<file path="src/rtl/djs130_io_ctrl.sv">
// DJS-130 I/O controller: decodes CPU I/O requests onto four device slots and merges interrupts.
// Optional macro DJS130_IOC_SYNC_EN selects two-flop synchronisers for device status/interrupts.
module djs130_io_ctrl #(
  parameter int unsigned STB_CYC = 2
) (
  input  logic        i_clk,
  input  logic        i_rst_n,
  input  logic        i_io_req,
  input  logic [5:0]  i_io_dms,
  input  logic [8:0]  i_io_kz,
  input  logic [15:0] i_io_wdata,
  output logic        o_io_ack,
  output logic [15:0] o_io_rdata,
  output logic [1:0]  o_io_zt,
  output logic        o_io_nodev,
  output logic [35:0] o_dev_kz,
  output logic [15:0] o_dev_wdata,
  input  logic [23:0] i_dev_dms,
  input  logic [63:0] i_dev_sc,
  input  logic [7:0]  i_dev_zt,
  input  logic [3:0]  i_dev_zdqq,
  input  logic        i_inta,
  output logic        o_int_req,
  output logic [5:0]  o_int_dms
);

  localparam logic [5:0] CpuDms = 6'o77;

  typedef enum logic [2:0] {StIdle, StDecode, StStrobe, StCapture, StAck} state_e;

  state_e      state_q, state_d;
  logic [5:0]  dms_q, dms_d;
  logic [8:0]  kz_q, kz_d;
  logic [15:0] wdata_q, wdata_d;
  logic [1:0]  sel_q, sel_d;
  logic [3:0]  cnt_q, cnt_d;
  logic        ion_q, ion_d;
  logic [3:0]  mask_q, mask_d;
  logic        ack_q, ack_d;
  logic [15:0] rdata_q, rdata_d;
  logic [1:0]  zt_q, zt_d;
  logic        nodev_q, nodev_d;
  logic [35:0] dev_kz_q, dev_kz_d;
  logic        int_req_q, int_req_d;
  logic [5:0]  int_dms_q, int_dms_d;

  logic [7:0]  zt_s_q;
  logic [3:0]  zdqq_s_q;

`ifdef DJS130_IOC_SYNC_EN
  logic [7:0] zt_m_q;
  logic [3:0] zdqq_m_q;

  always_ff @(posedge i_clk or negedge i_rst_n) begin
    if (!i_rst_n) begin
      zt_m_q   <= '0;
      zdqq_m_q <= '0;
      zt_s_q   <= '0;
      zdqq_s_q <= '0;
    end else begin
      zt_m_q   <= i_dev_zt;
      zdqq_m_q <= i_dev_zdqq;
      zt_s_q   <= zt_m_q;
      zdqq_s_q <= zdqq_m_q;
    end
  end
`else
  always_ff @(posedge i_clk or negedge i_rst_n) begin
    if (!i_rst_n) begin
      zt_s_q   <= '0;
      zdqq_s_q <= '0;
    end else begin
      zt_s_q   <= i_dev_zt;
      zdqq_s_q <= i_dev_zdqq;
    end
  end
`endif

  // Descending scans so the lowest matching index is the one left standing.
  logic       hit;
  logic [1:0] hit_idx;
  logic [3:0] pend;
  logic [5:0] pick_dms;

  always_comb begin
    hit      = 1'b0;
    hit_idx  = 2'd0;
    pend     = zdqq_s_q & ~mask_q;
    pick_dms = 6'd0;
    for (int k = 3; k >= 0; k--) begin
      if (i_dev_dms[6*k +: 6] == dms_q) begin
        hit     = 1'b1;
        hit_idx = 2'(k);
      end
      if (pend[k]) begin
        pick_dms = i_dev_dms[6*k +: 6];
      end
    end
  end

  always_comb begin
    state_d   = state_q;
    dms_d     = dms_q;
    kz_d      = kz_q;
    wdata_d   = wdata_q;
    sel_d     = sel_q;
    cnt_d     = cnt_q;
    ion_d     = ion_q;
    mask_d    = mask_q;
    ack_d     = 1'b0;
    rdata_d   = rdata_q;
    zt_d      = zt_q;
    nodev_d   = nodev_q;
    dev_kz_d  = dev_kz_q;
    int_dms_d = int_dms_q;
    int_req_d = ion_q & (|pend);

    unique case (state_q)
      StIdle: begin
        if (i_io_req) begin
          dms_d   = i_io_dms;
          kz_d    = i_io_kz;
          wdata_d = i_io_wdata;
          state_d = StDecode;
        end
      end
      StDecode: begin
        if (dms_q == CpuDms) begin
          if (kz_q[7]) begin
            ion_d = 1'b0;
          end else if (kz_q[6]) begin
            ion_d = 1'b1;
          end
          if (kz_q[1]) begin
            mask_d = wdata_q[3:0];
          end
          rdata_d = {12'h000, mask_d};
          zt_d    = 2'b00;
          nodev_d = 1'b0;
          ack_d   = 1'b1;
          state_d = StAck;
        end else if (hit) begin
          sel_d                    = hit_idx;
          dev_kz_d                 = '0;
          dev_kz_d[9*hit_idx +: 9] = kz_q;
          cnt_d                    = 4'(STB_CYC - 1);
          state_d                  = StStrobe;
        end else begin
          rdata_d = 16'h0000;
          zt_d    = 2'b00;
          nodev_d = 1'b1;
          ack_d   = 1'b1;
          state_d = StAck;
        end
      end
      StStrobe: begin
        if (cnt_q == 4'd0) begin
          dev_kz_d = '0;
          state_d  = StCapture;
        end else begin
          cnt_d = cnt_q - 4'd1;
        end
      end
      StCapture: begin
        rdata_d = i_dev_sc[16*sel_q +: 16];
        zt_d    = zt_s_q[2*sel_q +: 2];
        nodev_d = 1'b0;
        ack_d   = 1'b1;
        state_d = StAck;
      end
      StAck: begin
        state_d = StIdle;
      end
      default: begin
        state_d = StIdle;
      end
    endcase

    // Interrupt acknowledge overrides any ION change made by a CPU command on the same edge.
    if (i_inta) begin
      ion_d     = 1'b0;
      int_dms_d = pick_dms;
    end
  end

  always_ff @(posedge i_clk or negedge i_rst_n) begin
    if (!i_rst_n) begin
      state_q   <= StIdle;
      dms_q     <= '0;
      kz_q      <= '0;
      wdata_q   <= '0;
      sel_q     <= '0;
      cnt_q     <= '0;
      ion_q     <= 1'b0;
      mask_q    <= 4'hF;
      ack_q     <= 1'b0;
      rdata_q   <= '0;
      zt_q      <= '0;
      nodev_q   <= 1'b0;
      dev_kz_q  <= '0;
      int_req_q <= 1'b0;
      int_dms_q <= '0;
    end else begin
      state_q   <= state_d;
      dms_q     <= dms_d;
      kz_q      <= kz_d;
      wdata_q   <= wdata_d;
      sel_q     <= sel_d;
      cnt_q     <= cnt_d;
      ion_q     <= ion_d;
      mask_q    <= mask_d;
      ack_q     <= ack_d;
      rdata_q   <= rdata_d;
      zt_q      <= zt_d;
      nodev_q   <= nodev_d;
      dev_kz_q  <= dev_kz_d;
      int_req_q <= int_req_d;
      int_dms_q <= int_dms_d;
    end
  end

  assign o_io_ack    = ack_q;
  assign o_io_rdata  = rdata_q;
  assign o_io_zt     = zt_q;
  assign o_io_nodev  = nodev_q;
  assign o_dev_kz    = dev_kz_q;
  assign o_dev_wdata = wdata_q;
  assign o_int_req   = int_req_q;
  assign o_int_dms   = int_dms_q;

endmodule
</file>
<file path="config.mk">
export PLATFORM = sky130hd
export DESIGN_NAME = djs130_io_ctrl
export DESIGN_NICKNAME = d
export VERILOG_FILES = /design/src/rtl/djs130_io_ctrl.sv
export SDC_FILE = /design/constraint.sdc
export NUM_CORES = 1
export LEC_CHECK = 0
export CORE_MARGIN = 3
export CORE_UTILIZATION = 42
export CTS_BUF_LIST = sky130_fd_sc_hd__clkbuf_4 sky130_fd_sc_hd__clkbuf_8
export CTS_CLUSTER_SIZE = 16
export DETAILED_ROUTE_END_ITERATION = 8
export PLACE_DENSITY = 0.89
export SLEW_MARGIN = 20
export SYNTH_ARGS = -nofsm -noshare
export SYNTH_HDL_FRONTEND = slang
export SYNTH_SLANG_ARGS = --single-unit
</file>
<file path="constraint.sdc">
create_clock -name i_clk -period 2.8 [get_ports i_clk]
set_input_delay 0.56 -clock i_clk [delete_from_list [all_inputs] [get_ports i_clk]]
set_output_delay 0.56 -clock i_clk [all_outputs]
set_load 0.05 [all_outputs]
</file>
==> qor.csv <==
stage,metric,value,unit
status,status,finished clean,
grt,number of global-route vias before repair,5154,
clock_tree,TritonCTS clock tree,built,
sta,RSZ-0062 raised after global routing,false,
sta,post-route minimum period,2.717,ns
detailed_routing,Antenna Nets Post-Route,0,
clock_tree,clock buffer count from CTS,17,
critical_path,startpoint types,primary input,
sta,Slew @ Worst Pin,0.8350,ns
logic_synthesis,Simple-Gate Fraction of Synth Area,10.04,%
critical_path,worst reg-to-reg path cell count,10,
sta,Final Hold Viols,0,
grt,Tot GR Track Use,21.87,%
logic_synthesis,post-synthesis cell area,0.005904,sq mm
place,Placer Congestion,0.8537,
power,Pleak,3.701,nW
grt,initial antenna violation count,0,
logic_synthesis,Adder-Cell Fraction of Synth Area,1.483,%
hold_path,HP Class,primary input to async pin,
cells_and_area,filler instances,943,
logic_synthesis,largest family of logic cells by synthesized area,multiplexers,
floorplanning,Die ar.,0.01552,sq mm
cells_and_area,ANT cells,0,
logic_synthesis,post-synthesis mux area share,22.08,%
floorplanning,Initial Utilization,43.72,%
cells_and_area,share of cells above drive strength 1,20.17,%
sta,final setup slack of the worst path,0.08294,ns
logic_synthesis,Main synth FF type,dfrtp_1,
logic_synthesis,Cells after Synth,475,
floorplanning,die height,124.6,um
sta,hold_ws,0.1880,ns
grt,largest net degree at the start of global routing,57,
cells_and_area,Layout Nets,848,
critical_path,WS Path Type,primary input to register,
clock_tree,clock latency on the worst-skew pair,0.43,ns
grt,first-pass GRT wire length,26990,um
logic_synthesis,Yosys cell types,49,
sta,Max Slew Vio Count,0,
cells_and_area,fin util,65.16,%
sta,max-slew headroom at the worst pin,44.33,%
floorplanning,die width,124.6,um
critical_path,crit path DAT,3.03,ns
critical_path,CP required,3.11,ns
power,Peak supply drop,743.3,uV
logic_synthesis,Synth Warn #,0,
place,post-place setup slack,-0.3808,ns
critical_path,CP max stage delay,0.44,ns
logic_synthesis,Post-Syn Nets,617,
logic_synthesis,async set-reset flop share out of synthesis,100.0,%
sta,crit share post-route,97.04,%
floorplanning,Core ar.,0.01351,sq mm
sta,Worst Clk Skew,0.01250,ns
detailed_routing,Residual DRC,0,
cells_and_area,Syn-to-layout area delta,49.04,%
critical_path,CP Max Fanout,9,
place,IO buf count,213,
detailed_routing,Pre-Repair DR Iteration Count,5,
clock_tree,clock slew at reported path FFs,0.08,ns
logic_synthesis,Syn Area/Cell,12.43,sq um
clock_tree,setup bufs post-CTS,0,
grt,gr ovfl total,0,
clock_tree,Clock Tree Root,clkbuf_8,
detailed_routing,Vias,4842,
critical_path,CP endpoint kind,register,
logic_synthesis,"EDFF count, synth",0,
detailed_routing,final WL,16570,um
power,pwr/cell area,959.0,mW/mm^2
logic_synthesis,part of the Yosys area used for sequential elements,50.94,%
logic_synthesis,Yosys reg bits,120,
place,hpwl dp,12690,um
clock_tree,clk buf depth,2,
detailed_routing,initial drt markers,309,
detailed_routing,Routed wire per std cell,18.51,um
detailed_routing,DR vias/cell,5.410,
floorplanning,I/O pin count,214,
logic_synthesis,Post-Synth XOR/XNOR Area,3.560,%
clock_tree,clk sink count,120,
run,MaxCap Viol Count,0,
clock_tree,htree depth,4,
critical_path,Worst path slowest cell,clkdlybuf4s50_1,
sta,f_max,368.0,MHz
sta,Final setup viols,0,
floorplanning,Row Count,42,
logic_synthesis,Synth Area in Compound Gates,7.713,%
critical_path,crit-path cells,"clkdlybuf4s50_1, xor2_1, nor4_2, a211oi_1, o21bai_1, buf_4, ha_4, and2_4, and3b_1, and3_1, mux2_2",
## sequential cells by signal (all words and copies together), names as in the netlist
signal and flops:
o_dev_kz 36, o_dev_wdata 16, o_io_rdata 16, kz_q 9, zt_s_q 8, dms_q 6, o_int_dms 6, cnt_q 4
mask_q 4, zdqq_s_q 4, state_q 3, o_io_zt 2, sel_q 2, ion_q 1, o_int_req 1, o_io_ack 1
o_io_nodev 1
## through the flow
step                instance area, sq um  TNS, ns  power, mW  cells
floorplan                           5934        0      5.470    475
global placement                    8399   -7.553      6.770    863
detailed placement                  8399   -9.367      6.934    863
CTS                                 8795        0      8.482    895
global route                        8800        0      8.891    895
finish                              8800        0      8.439    895
## final timing paths
kind	start	to	slack, ns
setup / recovery	i_dev_dms[13]	o_dev_kz[22]$_DFFE_PN0P_	0.08
hold / removal	i_rst_n	o_dev_wdata[13]$_DFFE_PN0P_	0.19
setup reg to reg	dms_q[0]$_DFFE_PN0P_	o_dev_kz[22]$_DFFE_PN0P_	0.13
hold reg to reg	o_dev_kz[6]$_DFFE_PN0P_	o_dev_kz[6]$_DFFE_PN0P_	0.49
max in group asynchronous	i_rst_n	o_dev_kz[3]$_DFFE_PN0P_	1.82
min in group i_clk	o_dev_kz[6]$_DFFE_PN0P_	o_dev_kz[6]$_DFFE_PN0P_	0.49
## cell usage after synthesis (all sizes together) (3+ instances only)
library cell / instances / area [sq um]
a22o: 15 / 131.4
inv: 24 / 90.09
xnor2: 14 / 122.6
mux2i: 29 / 290.3
nor2b: 3 / 18.77
buf: 17 / 92.59
ha: 7 / 87.58
nor2: 21 / 78.83
and2: 5 / 32.53
dfrtp: 116 / 2903
o221a: 3 / 33.78
a211oi: 3 / 35.03
dfstp: 4 / 105.1
and3: 18 / 112.6
mux4: 18 / 405.4
nor3: 7 / 45.04
o21ai: 11 / 55.05
nand2: 17 / 63.81
a22oi: 6 / 45.04
nand4: 21 / 131.4
a21oi: 12 / 60.06
nor3b: 3 / 22.52
mux2: 54 / 608.1
xor2: 10 / 87.58
nand2b: 4 / 25.02
clkbuf: 16 / 60.06
## report_power, final
group          internal, mW  leakage (nW)  total, mW  switching, mW
logic                  1.87          1.98       4.14           2.28
registers              2.23          1.51       2.78          0.553
clock network         0.821         0.203       1.52          0.697
total                  4.91          3.70       8.44           3.53
## layout by cell type, fill, tap and decap left out, drive strengths merged, types with 2 or more instances in the layout
| cell type | Yosys | layout |
|---|---|---|
| nor3b | 3 | 3 |
| clkinv | 1 | 7 |
| o21ai | 11 | 11 |
| clkdlybuf4s50 | 0 | 212 |
| o221a | 3 | 3 |
| o2bb2ai | 2 | 2 |
| nor2b | 3 | 3 |
| xor2 | 10 | 10 |
| mux2 | 54 | 54 |
| a211oi | 3 | 3 |
| nand4 | 21 | 21 |
| clkbuf | 16 | 23 |
| ha | 7 | 7 |
| a22o | 15 | 15 |
| dfstp | 4 | 4 |
| nand2 | 17 | 17 |
| a21oi | 12 | 12 |
| nor2 | 21 | 21 |
| dfrtp | 116 | 116 |
| mux4 | 18 | 18 |
| a22oi | 6 | 6 |
| inv | 24 | 25 |
| buf | 17 | 33 |
| and3 | 18 | 18 |
| o31ai | 2 | 2 |
| mux2i | 29 | 29 |
| nor4 | 2 | 2 |
| and2 | 5 | 5 |
| nor3 | 7 | 7 |
| xnor2 | 14 | 14 |
| nand2b | 4 | 4 |
## repair_timing
item                                   in CTS  in global routing
hold buffers                                0                  0
endpoints found under the hold margin       0                  0
setup endpoints to repair                   0                 15
gates resized for setup                     0                  2
## logic make-up after synthesis
group	Yosys count
DFF	120
and+or+nand+nor	105
muxes	101
AOI/OAI and AO/OA	60
buffers and inverters	58
xor gates and xnor gates	24
adders and majority gates	7
## per-layer routing
layer	wire (um)	part of all wire [%]	vias up	GRT usage (%)
met5	0	0	-	0
met4	415	2.5	0	8.640
met3	1244	7.5	38	6.818
met2	8572	52	236	36.93
met1	6333	38	2385	26.09
li1	-	-	2183	-
## layout make-up
type	instances	area, sq um	share of cell area (%)
inverter	25	93.84	1.066
sequential	120	3009	34.20
multi-input combinational	297	2674	30.39
clock inverter	9	91.34	1.038
timing repair buffer	245	2407	27.36
tap	176	220.2	2.502
clock buffer	23	304.0	3.455
## critical path: cells and delay by family
kind | cells | cell delay (ns)
xor+xnor | 1 | 0.16
simple gates | 4 | 0.92
buf+inv | 2 | 0.60
compound gates | 2 | 0.33
mux | 1 | 0.27
fa+ha+maj | 1 | 0.19
No activity file was read; power rests on OpenSTA's default activity.
